==> src/rtl/rr_arbiter8_if.sv <==
`default_nettype none
// ============================================================================
// Module      : rr_arbiter8_if
// Description : Request/grant bundle between the requesters and rr_arbiter8.
//               The master side drives en/req/done. The slave side (the
//               arbiter) drives the grant outputs.
// Revision    : 1.0 - initial release
// ============================================================================
interface rr_arbiter8_if;
   logic       en;
   logic [7:0] req;
   logic       done;
   logic [7:0] gnt;
   logic [2:0] gnt_idx;
   logic       gnt_vld;
   logic       timeout;

   modport master (
      output en, req, done,
      input  gnt, gnt_idx, gnt_vld, timeout
   );

   modport slave (
      input  en, req, done,
      output gnt, gnt_idx, gnt_vld, timeout
   );
endinterface : rr_arbiter8_if
`default_nettype wire

==> src/rtl/rr_arbiter8.sv <==
`default_nettype none
// ============================================================================
// Module      : rr_arbiter8
// Description : Eight-way round-robin arbiter. The priority search starts one
//               position past the previous winner and wraps from 7 to 0.
//               Grants are registered, and an idle cycle always separates
//               two consecutive grants.
//               Optional macro ARB_TIMEOUT_EN adds a hold limit of MAX_HOLD
//               cycles, with a one-cycle timeout pulse on forced release.
// Revision    : 1.0 - initial release
// ============================================================================
module rr_arbiter8 #(
   parameter int MAX_HOLD = 16
) (
   input  wire          clk,
   input  wire          rst,
   rr_arbiter8_if.slave bus
);

   typedef enum logic [0:0] {
      IDLE  = 1'b0,
      GRANT = 1'b1
   } state_t;

   state_t     r_state;
   logic [2:0] r_last_idx;
   logic [7:0] r_gnt;
   logic [2:0] r_gnt_idx;
   logic       r_gnt_vld;
   logic       r_timeout;

   logic [2:0] w_win_idx;
   logic       w_win_vld;
   logic [2:0] w_cand;
   logic       w_release;

   // An out-of-range hold limit is rejected at elaboration.
   if ((MAX_HOLD < 1) || (MAX_HOLD > 255)) begin : g_bad_max_hold
      $error("rr_arbiter8: MAX_HOLD out of range 1..255");
   end

`ifdef ARB_TIMEOUT_EN
   localparam logic [7:0] c_hold_last = 8'(MAX_HOLD - 1);
   logic [7:0] r_hold_cnt;
`endif

   // Cyclic priority search starting just past the previous winner. The
   // loop scans from the farthest offset down, so the nearest set bit is
   // the last one written and therefore wins.
   always_comb begin
      w_win_idx = 3'd0;
      w_win_vld = 1'b0;
      w_cand    = 3'd0;
      for (int off = 7; off >= 0; off--) begin
         w_cand = r_last_idx + 3'd1 + 3'(off);
         if (bus.req[w_cand]) begin
            w_win_idx = w_cand;
            w_win_vld = 1'b1;
         end
      end
   end

   // The owner releases by asserting done or by dropping its own request.
   // When both happen in the same cycle they count as one release.
   assign w_release = bus.done | ~bus.req[r_gnt_idx];

   // Arbiter FSM with registered grant outputs.
   always_ff @(posedge clk) begin
      if (rst) begin
         r_state    <= IDLE;
         r_last_idx <= 3'd7;
         r_gnt      <= 8'h00;
         r_gnt_idx  <= 3'd0;
         r_gnt_vld  <= 1'b0;
         r_timeout  <= 1'b0;
`ifdef ARB_TIMEOUT_EN
         r_hold_cnt <= 8'd0;
`endif
      end else begin
         case (r_state)
            IDLE: begin
               r_timeout <= 1'b0;
               if (bus.en && w_win_vld) begin
                  r_state   <= GRANT;
                  r_gnt     <= 8'd1 << w_win_idx;
                  r_gnt_idx <= w_win_idx;
                  r_gnt_vld <= 1'b1;
`ifdef ARB_TIMEOUT_EN
                  r_hold_cnt <= 8'd0;
`endif
               end
            end
            GRANT: begin
               if (w_release) begin
                  r_state    <= IDLE;
                  r_last_idx <= r_gnt_idx;
                  r_gnt      <= 8'h00;
                  r_gnt_idx  <= 3'd0;
                  r_gnt_vld  <= 1'b0;
                  r_timeout  <= 1'b0;
`ifdef ARB_TIMEOUT_EN
               end else if (r_hold_cnt == c_hold_last) begin
                  // Forced release. A normal release in the same cycle
                  // takes the branch above and is reported as normal.
                  r_state    <= IDLE;
                  r_last_idx <= r_gnt_idx;
                  r_gnt      <= 8'h00;
                  r_gnt_idx  <= 3'd0;
                  r_gnt_vld  <= 1'b0;
                  r_timeout  <= 1'b1;
               end else begin
                  r_hold_cnt <= r_hold_cnt + 8'd1;
`endif
               end
            end
            default: begin
               r_state <= IDLE;
            end
         endcase
      end
   end

   assign bus.gnt     = r_gnt;
   assign bus.gnt_idx = r_gnt_idx;
   assign bus.gnt_vld = r_gnt_vld;
`ifdef ARB_TIMEOUT_EN
   assign bus.timeout = r_timeout;
`else
   // Without the hold limit there is never a forced release.
   assign bus.timeout = 1'b0;
`endif

endmodule : rr_arbiter8
`default_nettype wire

==> src/flat_wrapper.sv <==
// flat-port wrapper written by rule: the top's interface ports become plain ports
module rr_arbiter8_flat 
#(
   parameter int MAX_HOLD = 16
)
  (clk, rst, bus_en, bus_req, bus_done, bus_gnt, bus_gnt_idx, bus_gnt_vld, bus_timeout);
  rr_arbiter8_if bus_i ();
  input  wire clk;
  input  wire rst;
  input wire logic [$bits(bus_i.en)-1:0] bus_en;
  input wire logic [$bits(bus_i.req)-1:0] bus_req;
  input wire logic [$bits(bus_i.done)-1:0] bus_done;
  output wire logic [$bits(bus_i.gnt)-1:0] bus_gnt;
  output wire logic [$bits(bus_i.gnt_idx)-1:0] bus_gnt_idx;
  output wire logic [$bits(bus_i.gnt_vld)-1:0] bus_gnt_vld;
  output wire logic [$bits(bus_i.timeout)-1:0] bus_timeout;
  assign bus_i.en = bus_en;
  assign bus_i.req = bus_req;
  assign bus_i.done = bus_done;
  assign bus_gnt = bus_i.gnt;
  assign bus_gnt_idx = bus_i.gnt_idx;
  assign bus_gnt_vld = bus_i.gnt_vld;
  assign bus_timeout = bus_i.timeout;
  rr_arbiter8 #(.MAX_HOLD(MAX_HOLD)) u_core (.clk(clk), .rst(rst), .bus(bus_i));
endmodule
==> config.mk <==
export PLATFORM = sky130hd
export DESIGN_NAME = rr_arbiter8_flat
export DESIGN_NICKNAME = d
export VERILOG_FILES = /design/src/rtl/rr_arbiter8_if.sv /design/src/rtl/rr_arbiter8.sv /design/src/flat_wrapper.sv
export SDC_FILE = /design/constraint.sdc
export NUM_CORES = 1
export LEC_CHECK = 0
export ABC_AREA = 1
export CAP_MARGIN = 20
export CORE_MARGIN = 2
export CORE_UTILIZATION = 45
export CTS_BUF_LIST = sky130_fd_sc_hd__clkbuf_16
export CTS_CLUSTER_SIZE = 30
export DETAILED_ROUTE_END_ITERATION = 8
export MAX_ROUTING_LAYER = met4
export PLACE_DENSITY = 0.72
export SETUP_SLACK_MARGIN = 0.1
export SYNTH_ARGS = -nofsm -noshare
export SYNTH_HDL_FRONTEND = slang
export SYNTH_SLANG_ARGS = --single-unit
==> constraint.sdc <==
create_clock -name clk -period 5.38 [get_ports clk]
set_clock_uncertainty 0.1 [all_clocks]
set_input_delay 0.807 -clock clk [delete_from_list [all_inputs] [get_ports clk]]
set_output_delay 0.807 -clock clk [all_outputs]
set_load 0.03 [all_outputs]
## After elaboration in Yosys (flattened, before gate mapping)

Index checks and enable logic that the tools add are counted.

| word-level totals | value |
|---|---|
| bits in registers | 16 |
| input bits | 12 |
| output and inout port bits | 13 |

| operators by class | value |
|---|---|
| $add $sub $neg | 8 |
| order comparisons | 9 |
| equal/unequal tests | 2 |
| shifts and indexed selects | 1 |
| muxes and demuxes | 46 |
| bitwise gates (word level) | 3 |
| reduce and logical (&&, ||, !) cells | 3 |

Operator list:

| cell | number |
|---|---|
| $lt A3 B4 Y1 const B | 9 |
| $mux W3 | 10 |
| $bmux W1 S3 | 9 |
| $mux W1 | 21 |
| $mux W8 | 2 |
| $pmux W8 S2 | 1 |
| $add A3 B3 Y3 const B | 4 |
| $shl A1 B3 Y8 const A | 1 |
| $add A3 B1 Y3 const B | 2 |
| $add A3 B2 Y3 const B | 2 |
| $pmux W3 S2 | 1 |
| $pmux W1 S2 | 2 |
| $reduce_and A2 Y1 | 2 |
| $ne A2 B1 Y1 const B | 1 |
| $ne A2 B2 Y1 const B | 1 |
| $not A1 Y1 | 2 |
| $logic_and A1 B1 Y1 | 1 |
| $or A1 B1 Y1 | 1 |

## Longest topological paths before layout

Gate-level depths: netlist of run 1.

| logic depth | value |
|---|---|
| depth after elaboration | 15 |
| gate-level depth with buffers | 23 |
| gate-level depth less buffers | 22 |

## Worst setup path before layout of run 1

No wires, ideal clock.

| timing path | value |
|---|---|
| path kind | register to register |
| start point | register u_core.r_last_idx[0] |
| end point | register u_core.r_gnt[1], in the netlist u_core.bus.gnt[1] |
| data arrival time | 2,250 ps |
| required time | 5,168 ps |
| slack | 2,918 ps |
| cell stages (with the launch flop) | 20 |
| buffers on the path | 2 |
| cells stage by stage | dfxtp_1 > inv_2 > buf_6 > ha_1 > buf_4 > nand2_1 > nand2_2 > nand2_1 > nand2_1 > nand2_2 > nand2_2 > a21oi_4 > a21oi_1 > or2_4 > nand2_4 > inv_2 > nand3_1 > nor2_1 > nor2_1 > nor2_1 |

| on the way | value |
|---|---|
| longest elaborated chain between the ends | 15 |

RTL lines:

| item | line | source |
|---|---|---|
| from (decl) | rr_arbiter8.sv:26 | `logic [2:0] r_last_idx;` |
| from (signal assigned) | rr_arbiter8.sv:96 | `r_last_idx <= r_gnt_idx;` |
| $add A3 B1 Y3 (*) | rr_arbiter8.sv:55 | `w_cand = r_last_idx + 3'd1 + 3'(off);` |
| $add A3 B3 Y3 | rr_arbiter8.sv:55 |  |
| $bmux W1 S3 | rr_arbiter8.sv:56 | `if (bus.req[w_cand]) begin` |
| $mux W1 (not written as such) | rr_arbiter8.sv:56 |  |
| $mux W3 / $mux W1 (equally long branches) (8 in series) | rr_arbiter8.sv:56 |  |
| $shl A1 B3 Y8 / $logic_and A1 B1 Y1 (equally long branches) | rr_arbiter8.sv:85, rr_arbiter8.sv:83 |  |
| $mux W8 / $ne A2 B1 Y1 (equally long branches) | n/a |  |
| $pmux W8 S2 / $reduce_and A2 Y1 (equally long branches) | n/a |  |
| to (signal assigned) | rr_arbiter8.sv:85 | `r_gnt <= 8'd1 << w_win_idx;` |
| to (decl) | rr_arbiter8.sv:27 | `logic [7:0] r_gnt;` |

Mark *: on every way between the ends. The rest lies on a longest branch, timed or not. The select of a mux whose other input is x is not followed.
A chain may end at the register's enable or synchronous reset.

## Final worst setup path of run 1

| timing path | value |
|---|---|
| start point | register u_core.r_last_idx[0] |
| end point | register u_core.r_gnt[2], in the netlist u_core.bus.gnt[2] |

Same word-level chain as after synthesis.

==> flow_summary.json, run 1 <==
{
  "hold_class": "flop to flop",
  "dp_slack_ns": 2.23,
  "syn_inst": 257,
  "post_cts_resized": 0,
  "drtIter0Drc": 96,
  "drv_cap": 0,
  "die_width_um": 61.1,
  "crit_top_cell": "nand2_1",
  "drv_slew": 0,
  "dieArea_mm2": 0.00373,
  "worst_slack_ns": 2.16,
  "drc_errors": 0,
  "fillers": 319,
  "antenna_found_initial": 0,
  "power_density_mw_per_mm2": 495,
  "cp-end-kind": "flop",
  "postCtsHoldBufs": 0,
  "diodes": 0,
  "period_needed_ns": 3.22,
  "drive_above_1_share_pct": 12.5,
  "cts.clk_slew.worst_paths_ns": 0.05,
  "muxShareOfSynthArea_pct": 0,
  "post_cts.repair.setup_buffers": 0,
  "num_vias": 1632,
  "port_buffers": 23,
  "rsz0062_at_grt": "false",
  "path_cells": "inv_2 -> ha_1 -> inv_2 -> nand2_1 -> nand2_2 -> nand2_1 -> nand2_2 -> nand2_2 -> nand2_1 -> inv_1 -> nand2_1 -> nand2_1 -> nand2_1 -> nand2_1 -> nand2_1 -> nand2_1 -> nand2_1 -> a21oi_1 -> nand3_1 -> a21oi_1",
  "htree_levels": 1,
  "final_common_cell": "nand2_1",
  "synth_xor_area_share_pct": 0,
  "cp.arrival_ns": 3.29,
  "grt_max_degree": 15,
  "placedCellCount": 319,
  "outcome": "finished clean",
  "drt_first_pass_iters": 4,
  "ys_top_cells_by_area": "nand2_1 (26%), dfxtp_1 (22%), nand3_1 (9.5%)",
  "synth_compound_area_share_pct": 12.5,
  "dpl_cell_area_mm2": 0.00171,
  "setup_tns_ns": 0,
  "finish.instance_area_mm2": 0.00178,
  "root_buffer": "clkbuf_16",
  "cts_buffer_depth": 2,
  "slew_headroom_pct": 66.0,
  "clk_latency_ns": 0.25,
  "finish.net_count": 294,
  "final-seq-area_um2": 320,
  "power_mw": 0.883,
  "ant_nets": 0,
  "critPathKind": "flop to flop",
  "multi_input_area_um2": 993,
  "p_leak_nw": 0.896,
  "synth-seq-cells": 16,
  "ys_warn_count": 0,
  "worstSetupStartpointType": "flop",
  "setup_viol": 0,
  "crit_fanout": 14,
  "syn2layout_area_growth_pct": 21.6,
  "hold_viol": 0,
  "synth_top_area_share_pct": 26.1,
  "slowest_stage": "dfxtp_1",
  "netlist_area_mm2": 0.00147,
  "wire_per_inst_um": 11.3,
  "grt_pass1_vias": 1531,
  "yosysTopAreaCell": "nand2_1",
  "clock.fmax_mhz": 311,
  "routabilityCongestion": 0.969,
  "fin_crit_sh_pct": 59.8,
  "holdWs_ns": 0.363,
  "start_util_pct": 47.7,
  "utilization_pct": 58.0,
  "synth_top_family_by_area": "simple AND/OR/NAND/NOR gates",
  "cts.sinks": 16,
  "routed_wl_um": 3650,
  "required_ns": 5.45,
  "synth_fa_ha_area_share_pct": 1.71,
  "ys_seq_area_share_pct": 21.8,
  "ir_drop_mv": 0.287,
  "cts_buffers": 3,
  "num_rows": 20,
  "syn_nets": 271,
  "synth_simple_gate_area_share_pct": 53.2,
  "grt_pass1_wl_um": 6440,
  "slowest_delay_ns": 0.60,
  "viasPerCell": 5.05,
  "worstMarginPinSlew_ns": 0.508,
  "core_area_mm2": 0.00308,
  "cts_tree": "done",
  "layout_common_cells": "nand2_1 (102), nand3_1 (28), inv_1 (23), clkdlybuf4s50_1 (23)",
  "die_y_um": 61.1,
  "grt-ovfl-total": 0,
  "layout.cells.non_filler": 323,
  "place_hpwl_um": 2950,
  "grt_usage_pct": 23.3,
  "io_pins": 25,
  "synth.distinct_cells": 27,
  "syn_area_per_cell_um2": 5.71
}
## state kept, by name (all words and copies together) (netlist names)
name                flops
u_core.bus.gnt          8
u_core.bus.gnt_idx      3
u_core.r_last_idx       3
u_core.bus.gnt_vld      1
u_core.r_state          1
## cells in the mapped netlist
| master | number |
|---|---|
| nand4_1 | 3 |
| nand2_2 | 20 |
| conb_1 | 1 |
| inv_1 | 23 |
| a21oi_2 | 1 |
| nor2_1 | 16 |
| nand2_1 | 102 |
| a31oi_1 | 1 |
| clkinv_2 | 1 |
| a21oi_1 | 20 |
| nand3_1 | 28 |
| buf_4 | 3 |
| o211ai_1 | 2 |
| ha_1 | 2 |
| nand2_4 | 1 |
| nor2_4 | 1 |
| a21oi_4 | 1 |
| buf_6 | 1 |
| o21a_1 | 1 |
| o21ai_0 | 4 |
| dfxtp_1 | 16 |
| inv_2 | 4 |
| or2_4 | 1 |
| a311o_1 | 1 |
| nand4_2 | 1 |
| nand3_2 | 1 |
| clkbuf_8 | 1 |
## cell families (layout without fill, tap and decap cells)
family,after synthesis,after routing
compound gates,31,31
buf+inv,33,55
fa+ha+maj,2,2
other cells,1,1
flops,16,16
simple gates,174,174
## worst paths after layout
path / cells after the start / from / slack [ns] / to
setup / recovery: 20 / u_core.r_last_idx[0]$_SDFFE_PP1P_ / 2.16 / u_core.bus.gnt[2]$_SDFFE_PP0P_
hold / removal: 2 / u_core.bus.gnt[2]$_SDFFE_PP0P_ / 0.36 / u_core.bus.gnt[2]$_SDFFE_PP0P_
hold reg to reg: 2 / u_core.bus.gnt[2]$_SDFFE_PP0P_ / 0.36 / u_core.bus.gnt[2]$_SDFFE_PP0P_
setup reg to reg: 20 / u_core.r_last_idx[0]$_SDFFE_PP1P_ / 2.16 / u_core.bus.gnt[2]$_SDFFE_PP0P_
## power by group
group	internal (mW)	total [mW]	switching (mW)
clock	0.0986	0.145	0.0461
combinational	0.198	0.573	0.375
sequential	0.141	0.165	0.0235
total	0.438	0.883	0.445
## worst max-delay path, delay by kind of cell (launching register included)
| kind | cells | cell delay, ns |
|---|---|---|
| adders and majority gates | 1 | 0.55 |
| AOI/OAI and AO/OA | 2 | 0.35 |
| DFF | 1 | 0.60 |
| and+or+nand+nor | 14 | 1.14 |
| buffers and inverters | 3 | 0.40 |
## layer usage
layer | global-route usage [%] | vias up | part of all wire, %
met5 | - | - | 0
met4 | 8.39 | 0 | 2.4
met3 | 3.15 | 12 | 3.6
met2 | 37.1 | 44 | 45
met1 | 30.3 | 716 | 49
li1 | - | 860 | -
## final cells by class
cell class	instances	share of cell area [%]
Inverter	28	5.96
Multi-Input combinational cell	208	55.7
Clock buffer	3	4.21
Timing Repair Buffer	23	12.9
Sequential cell	16	18.0
Tap cell	44	3.09
Clock inverter	1	0.210
(Power assumes the default switching activity.)
==> inputs of run 2 (changes only) <==
- clock period: 5.38 -> 3.25 ns (I/O delays scaled with it)
==> run 2 against run 1 <==
Sequential share of layout area is 0.075 points lower. Clock power is 64% higher. Wire length is 0.99% higher. Count of clock-buffer cells in the layout stayed put.
==> flow_summary.json, run 2 (same netlist as run 1, synthesis figures left out) <==
{
  "cts_buffers": 3,
  "worstSetupStartpointType": "flop",
  "setup_tns_ns": 0,
  "grt_pass1_wl_um": 6510,
  "setup_viol": 0,
  "p_seq_share_pct": 18.4,
  "postCtsHoldBufs": 0,
  "cts.clk_slew.worst_paths_ns": 0.05,
  "drt_first_pass_iters": 4,
  "io_pins": 25,
  "drv_cap": 0,
  "clk_latency_ns": 0.25,
  "min_path_cells": 2,
  "die_y_um": 61.1,
  "final-seq-area_um2": 320,
  "grt_usage_pct": 23.3,
  "dpl_cell_area_mm2": 0.00171,
  "slew_headroom_pct": 66.3,
  "start_util_pct": 47.7,
  "p_sw_share_pct": 50.5,
  "drc_errors": 0,
  "hold_class": "flop to flop",
  "diodes": 0,
  "utilization_pct": 58.2,
  "cts_buffer_depth": 2,
  "largest_register_ffs": 8,
  "core_area_mm2": 0.00308,
  "hold_viol": 0,
  "htree_levels": 1,
  "crit_fanout": 12,
  "grt_pass1_vias": 1522,
  "viasPerCell": 5.00,
  "required_ns": 3.26,
  "num_rows": 20,
  "num_vias": 1621,
  "worstMarginPinSlew_ns": 0.503,
  "pwr-share-comb_pct": 65.4,
  "drv_slew": 0,
  "power_density_mw_per_mm2": 820,
  "final_common_cell": "nand2_1",
  "wire_per_inst_um": 11.4,
  "multi_input_area_um2": 993,
  "period_needed_ns": 2.81,
  "cts.sinks": 16,
  "reg2reg_depth": 18,
  "outcome": "finished clean",
  "ir_drop_mv": 0.546,
  "drive_above_1_share_pct": 12.9,
  "p_leak_nw": 0.900,
  "fin_crit_sh_pct": 86.3,
  "place_hpwl_um": 2910,
  "syn2layout_area_growth_pct": 22.1,
  "routed_wl_um": 3690,
  "post_cts_resized": 0,
  "power_frac_clock_pct": 16.2,
  "cp.arrival_ns": 2.82,
  "ant_nets": 0,
  "finish.net_count": 295,
  "routabilityCongestion": 0.940,
  "grt_max_degree": 15,
  "antenna_found_initial": 0,
  "fillers": 313,
  "cts_tree": "done",
  "drtIter0Drc": 81,
  "critPathKind": "flop to flop",
  "dieArea_mm2": 0.00373,
  "finish.instance_area_mm2": 0.00179,
  "cp-end-kind": "flop",
  "layout_common_cells": "nand2_1 (102), nand3_1 (28), inv_1 (23), clkdlybuf4s50_1 (23)",
  "switchingPower_mw": 0.743,
  "die_width_um": 61.1,
  "rsz0062_at_grt": "false",
  "post_cts.repair.setup_buffers": 0,
  "intPower_mw": 0.728,
  "clock.fmax_mhz": 356,
  "port_buffers": 23,
  "root_buffer": "clkbuf_16",
  "grt-ovfl-total": 0
}
run 2: final cells by class:
type,instances,share of cell area [%]
multi-input cells,208,55.4
flip-flops and latches,16,17.9
repair buffers,24,13.3
well taps,44,3.07
inverters,28,5.94
clock inverters,1,0.209
clock buffers,3,4.19
run 2: stage by stage:
stage	power [mW]	hold WS, ns	cells	setup slack [ns]
final	1.47	0.361	324	0.444
after floorplan	1.02	0.376	257	0.788
after global placement	1.23	0.354	320	0.522
after global routing	1.62	0.383	324	0.135
after CTS	1.47	0.365	324	0.464
after detailed placement	1.22	0.358	320	0.478
run 2: final timing paths:
path | start | to | slack, ns
setup reg to reg | u_core.r_last_idx[0]$_SDFFE_PP1P_ | u_core.bus.gnt[1]$_SDFFE_PP0P_ | 0.44
hold / removal | u_core.bus.gnt[2]$_SDFFE_PP0P_ | u_core.bus.gnt[2]$_SDFFE_PP0P_ | 0.36
hold reg to reg | u_core.bus.gnt[2]$_SDFFE_PP0P_ | u_core.bus.gnt[2]$_SDFFE_PP0P_ | 0.36
setup / recovery | u_core.r_last_idx[0]$_SDFFE_PP1P_ | u_core.bus.gnt[1]$_SDFFE_PP0P_ | 0.44
run 2: power groups by stage:
stage	sequential [mW]	clock, mW	combinational (mW)
floorplan	0.324	0	0.693
global placement	0.273	0	0.952
detailed placement	0.272	0	0.953
CTS	0.269	0.242	0.958
global route	0.274	0.250	1.09
finish	0.270	0.238	0.962
run 2: routing by layer:
| metal | global-route usage, % | vias up | routed length, um |
|---|---|---|---|
| li1 | - | 863 | - |
| met1 | 31.2 | 709 | 1830 |
| met2 | 36.9 | 40 | 1650 |
| met3 | 1.68 | 9 | 125 |
| met4 | 8.39 | 0 | 82 |
| met5 | - | - | 0 |
run 2: critical path, stage by stage, from the launching register on:
cell and delay, ns:
dfxtp_1 0.33, inv_2 0.10, ha_1 0.52, inv_2 0.17, nand2_1 0.11, nand2_2 0.10, nand2_1 0.08, nand2_1 0.09
nand2_2 0.12, nand2_2 0.09, a21oi_4 0.15, a21oi_1 0.08, or2_4 0.24, nand2_4 0.08, inv_2 0.06, nand3_1 0.08
nor2_1 0.05, nor2_1 0.08, nor2_1 0.05
==> inputs of run 3 (changes only) <==
- CAP_MARGIN: 20 -> 10
- SETUP_SLACK_MARGIN: 0.1 -> 0.15
- SKIP_CTS_REPAIR_TIMING: default -> 1
==> run 3 against run 2 <==
Die area stayed put. Non-clock buffer count stayed put. Sequential share of layout area hardly changed. Total power is 0.11% higher.
==> flow_summary.json, run 3 (same netlist as run 1, synthesis figures left out) <==
{
  "outcome": "finished clean",
  "drtIter0Drc": 91,
  "grt_pass1_wl_um": 6510,
  "multi_input_area_um2": 996,
  "start_util_pct": 47.7,
  "reg2reg_slack_ns": 0.55,
  "routed_wl_um": 3690,
  "viasPerCell": 4.98,
  "grt_usage_pct": 23.3,
  "cts.clk_slew.worst_paths_ns": 0.05,
  "min_to": "u_core.bus.gnt[2]$_SDFFE_PP0P_",
  "dp_slack_ns": 0.478,
  "path_cells": "inv_2 -> ha_2 -> inv_2 -> nand2_1 -> nand2_2 -> nand2_1 -> nand2_1 -> nand2_2 -> nand2_2 -> a21oi_4 -> a21oi_1 -> or2_4 -> nand2_4 -> inv_2 -> nand3_1 -> nor2_1 -> nor2_1 -> nor2_1",
  "cpLargestDelayFamily": "simple AND/OR/NAND/NOR gates",
  "intPower_mw": 0.729,
  "num_rows": 20,
  "cts_buffers": 3,
  "port_buffers": 23,
  "drive_above_1_share_pct": 13.2,
  "largest_register_ffs": 8,
  "die_width_um": 61.1,
  "num_vias": 1615,
  "drv_slew": 0,
  "cp-end-kind": "flop",
  "required_ns": 3.26,
  "slowest_delay_ns": 0.46,
  "power_density_mw_per_mm2": 820,
  "hold_class": "flop to flop",
  "cp.buffers_inverters": 3,
  "grt_max_degree": 15,
  "final-seq-area_um2": 320,
  "root_buffer": "clkbuf_16",
  "syn2layout_area_growth_pct": 22.3,
  "antenna_found_initial": 0,
  "die_y_um": 61.1,
  "slowest_stage": "ha_2",
  "htree_levels": 1,
  "rr_startpoint": "u_core.r_last_idx[0]$_SDFFE_PP1P_",
  "grt_pass1_vias": 1522,
  "clk_latency_ns": 0.25,
  "power_mw": 1.47,
  "clock.fmax_mhz": 371,
  "wire_per_inst_um": 11.4,
  "drc_errors": 0,
  "finish.net_count": 295,
  "final_common_cell": "nand2_1",
  "grt-ovfl-total": 0,
  "place_hpwl_um": 2910,
  "routabilityCongestion": 0.940,
  "fin_crit_sh_pct": 83.0,
  "layout_common_cells": "nand2_1 (102), nand3_1 (28), inv_1 (23), clkdlybuf4s50_1 (23)",
  "dieArea_mm2": 0.00373,
  "p_sw_share_pct": 50.4,
  "setup_viol": 0,
  "power_frac_clock_pct": 16.3,
  "rr_endpoint": "u_core.bus.gnt[1]$_SDFFE_PP0P_",
  "min_path_cells": 2,
  "p_leak_nw": 0.899,
  "fillers": 314,
  "switchingPower_mw": 0.742,
  "ant_nets": 0,
  "p_seq_share_pct": 18.3,
  "crit_fanout": 12,
  "reg2reg_depth": 18,
  "period_needed_ns": 2.70,
  "rsz0062_at_grt": "false",
  "cts_buffer_depth": 2,
  "pwr-share-comb_pct": 65.4,
  "core_area_mm2": 0.00308,
  "cts_tree": "done",
  "setup_tns_ns": 0,
  "holdWs_ns": 0.361,
  "ir_drop_mv": 0.547,
  "utilization_pct": 58.3,
  "drt_first_pass_iters": 4,
  "slew_headroom_pct": 66.7,
  "cp.arrival_ns": 2.71,
  "worst_slack_ns": 0.552,
  "diodes": 0,
  "critPathKind": "flop to flop",
  "worstSetupStartpointType": "flop",
  "min_from": "u_core.bus.gnt[2]$_SDFFE_PP0P_",
  "io_pins": 25,
  "worstMarginPinSlew_ns": 0.498,
  "drv_cap": 0,
  "cts.sinks": 16,
  "hold_viol": 0
}
[run 3: per-stage QoR]
stage / instances / area (um^2)
after global routing: 324 / 1790
after global placement: 320 / 1710
after floorplan: 257 / 1470
final: 324 / 1790
after detailed placement: 320 / 1710
after CTS: 324 / 1790
[run 3: worst max path at each step]
stage	start	to	depth (start not counted)
2_1_floorplan	u_core.r_last_idx[0]$_SDFFE_PP1P_	u_core.bus.gnt[1]$_SDFFE_PP0P_	19
3_3_place_gp	u_core.r_last_idx[0]$_SDFFE_PP1P_	u_core.bus.gnt[1]$_SDFFE_PP0P_	18
3_5_place_dp	u_core.r_last_idx[0]$_SDFFE_PP1P_	u_core.bus.gnt[1]$_SDFFE_PP0P_	18
4_1_cts	u_core.r_last_idx[0]$_SDFFE_PP1P_	u_core.bus.gnt[1]$_SDFFE_PP0P_	18
5_1_grt	u_core.r_last_idx[0]$_SDFFE_PP1P_	u_core.bus.gnt[1]$_SDFFE_PP0P_	21
6_report	u_core.r_last_idx[0]$_SDFFE_PP1P_	u_core.bus.gnt[1]$_SDFFE_PP0P_	18
[run 3: layout make-up]
| type | count | share of cell area, % |
|---|---|---|
| flip-flops and latches | 16 | 17.9 |
| well taps | 44 | 3.07 |
| clock buffers | 3 | 4.18 |
| repair buffers | 24 | 13.2 |
| inverters | 28 | 5.93 |
| multi-input cells | 208 | 55.5 |
| clock inverters | 1 | 0.209 |
[run 3: tightest hold or removal path, delay by kind of cell (launching register included)]
kind | cells | cell delay (ns)
flip-flops | 1 | 0.30
AND/OR/NAND/NOR | 1 | 0.06
AO/OA/AOI/OAI | 1 | 0.06
[run 3: power by group through the flow]
stage	clock network (mW)	registers, mW	logic (mW)
5_1_grt	0.250	0.274	1.10
2_1_floorplan	0	0.324	0.693
6_report	0.240	0.270	0.962
4_1_cts	0.242	0.269	0.958
3_3_place_gp	0	0.273	0.952
3_5_place_dp	0	0.272	0.953
[run 3: per-layer routing]
layer / vias to the layer above / share of wire [%] / track usage, %
li1: 864 / - / -
met3: 9 / 2.8 / 1.68
met2: 35 / 45 / 36.9
met1: 707 / 50 / 31.2
met5: - / 0 / -
met4: 0 / 2.2 / 8.39
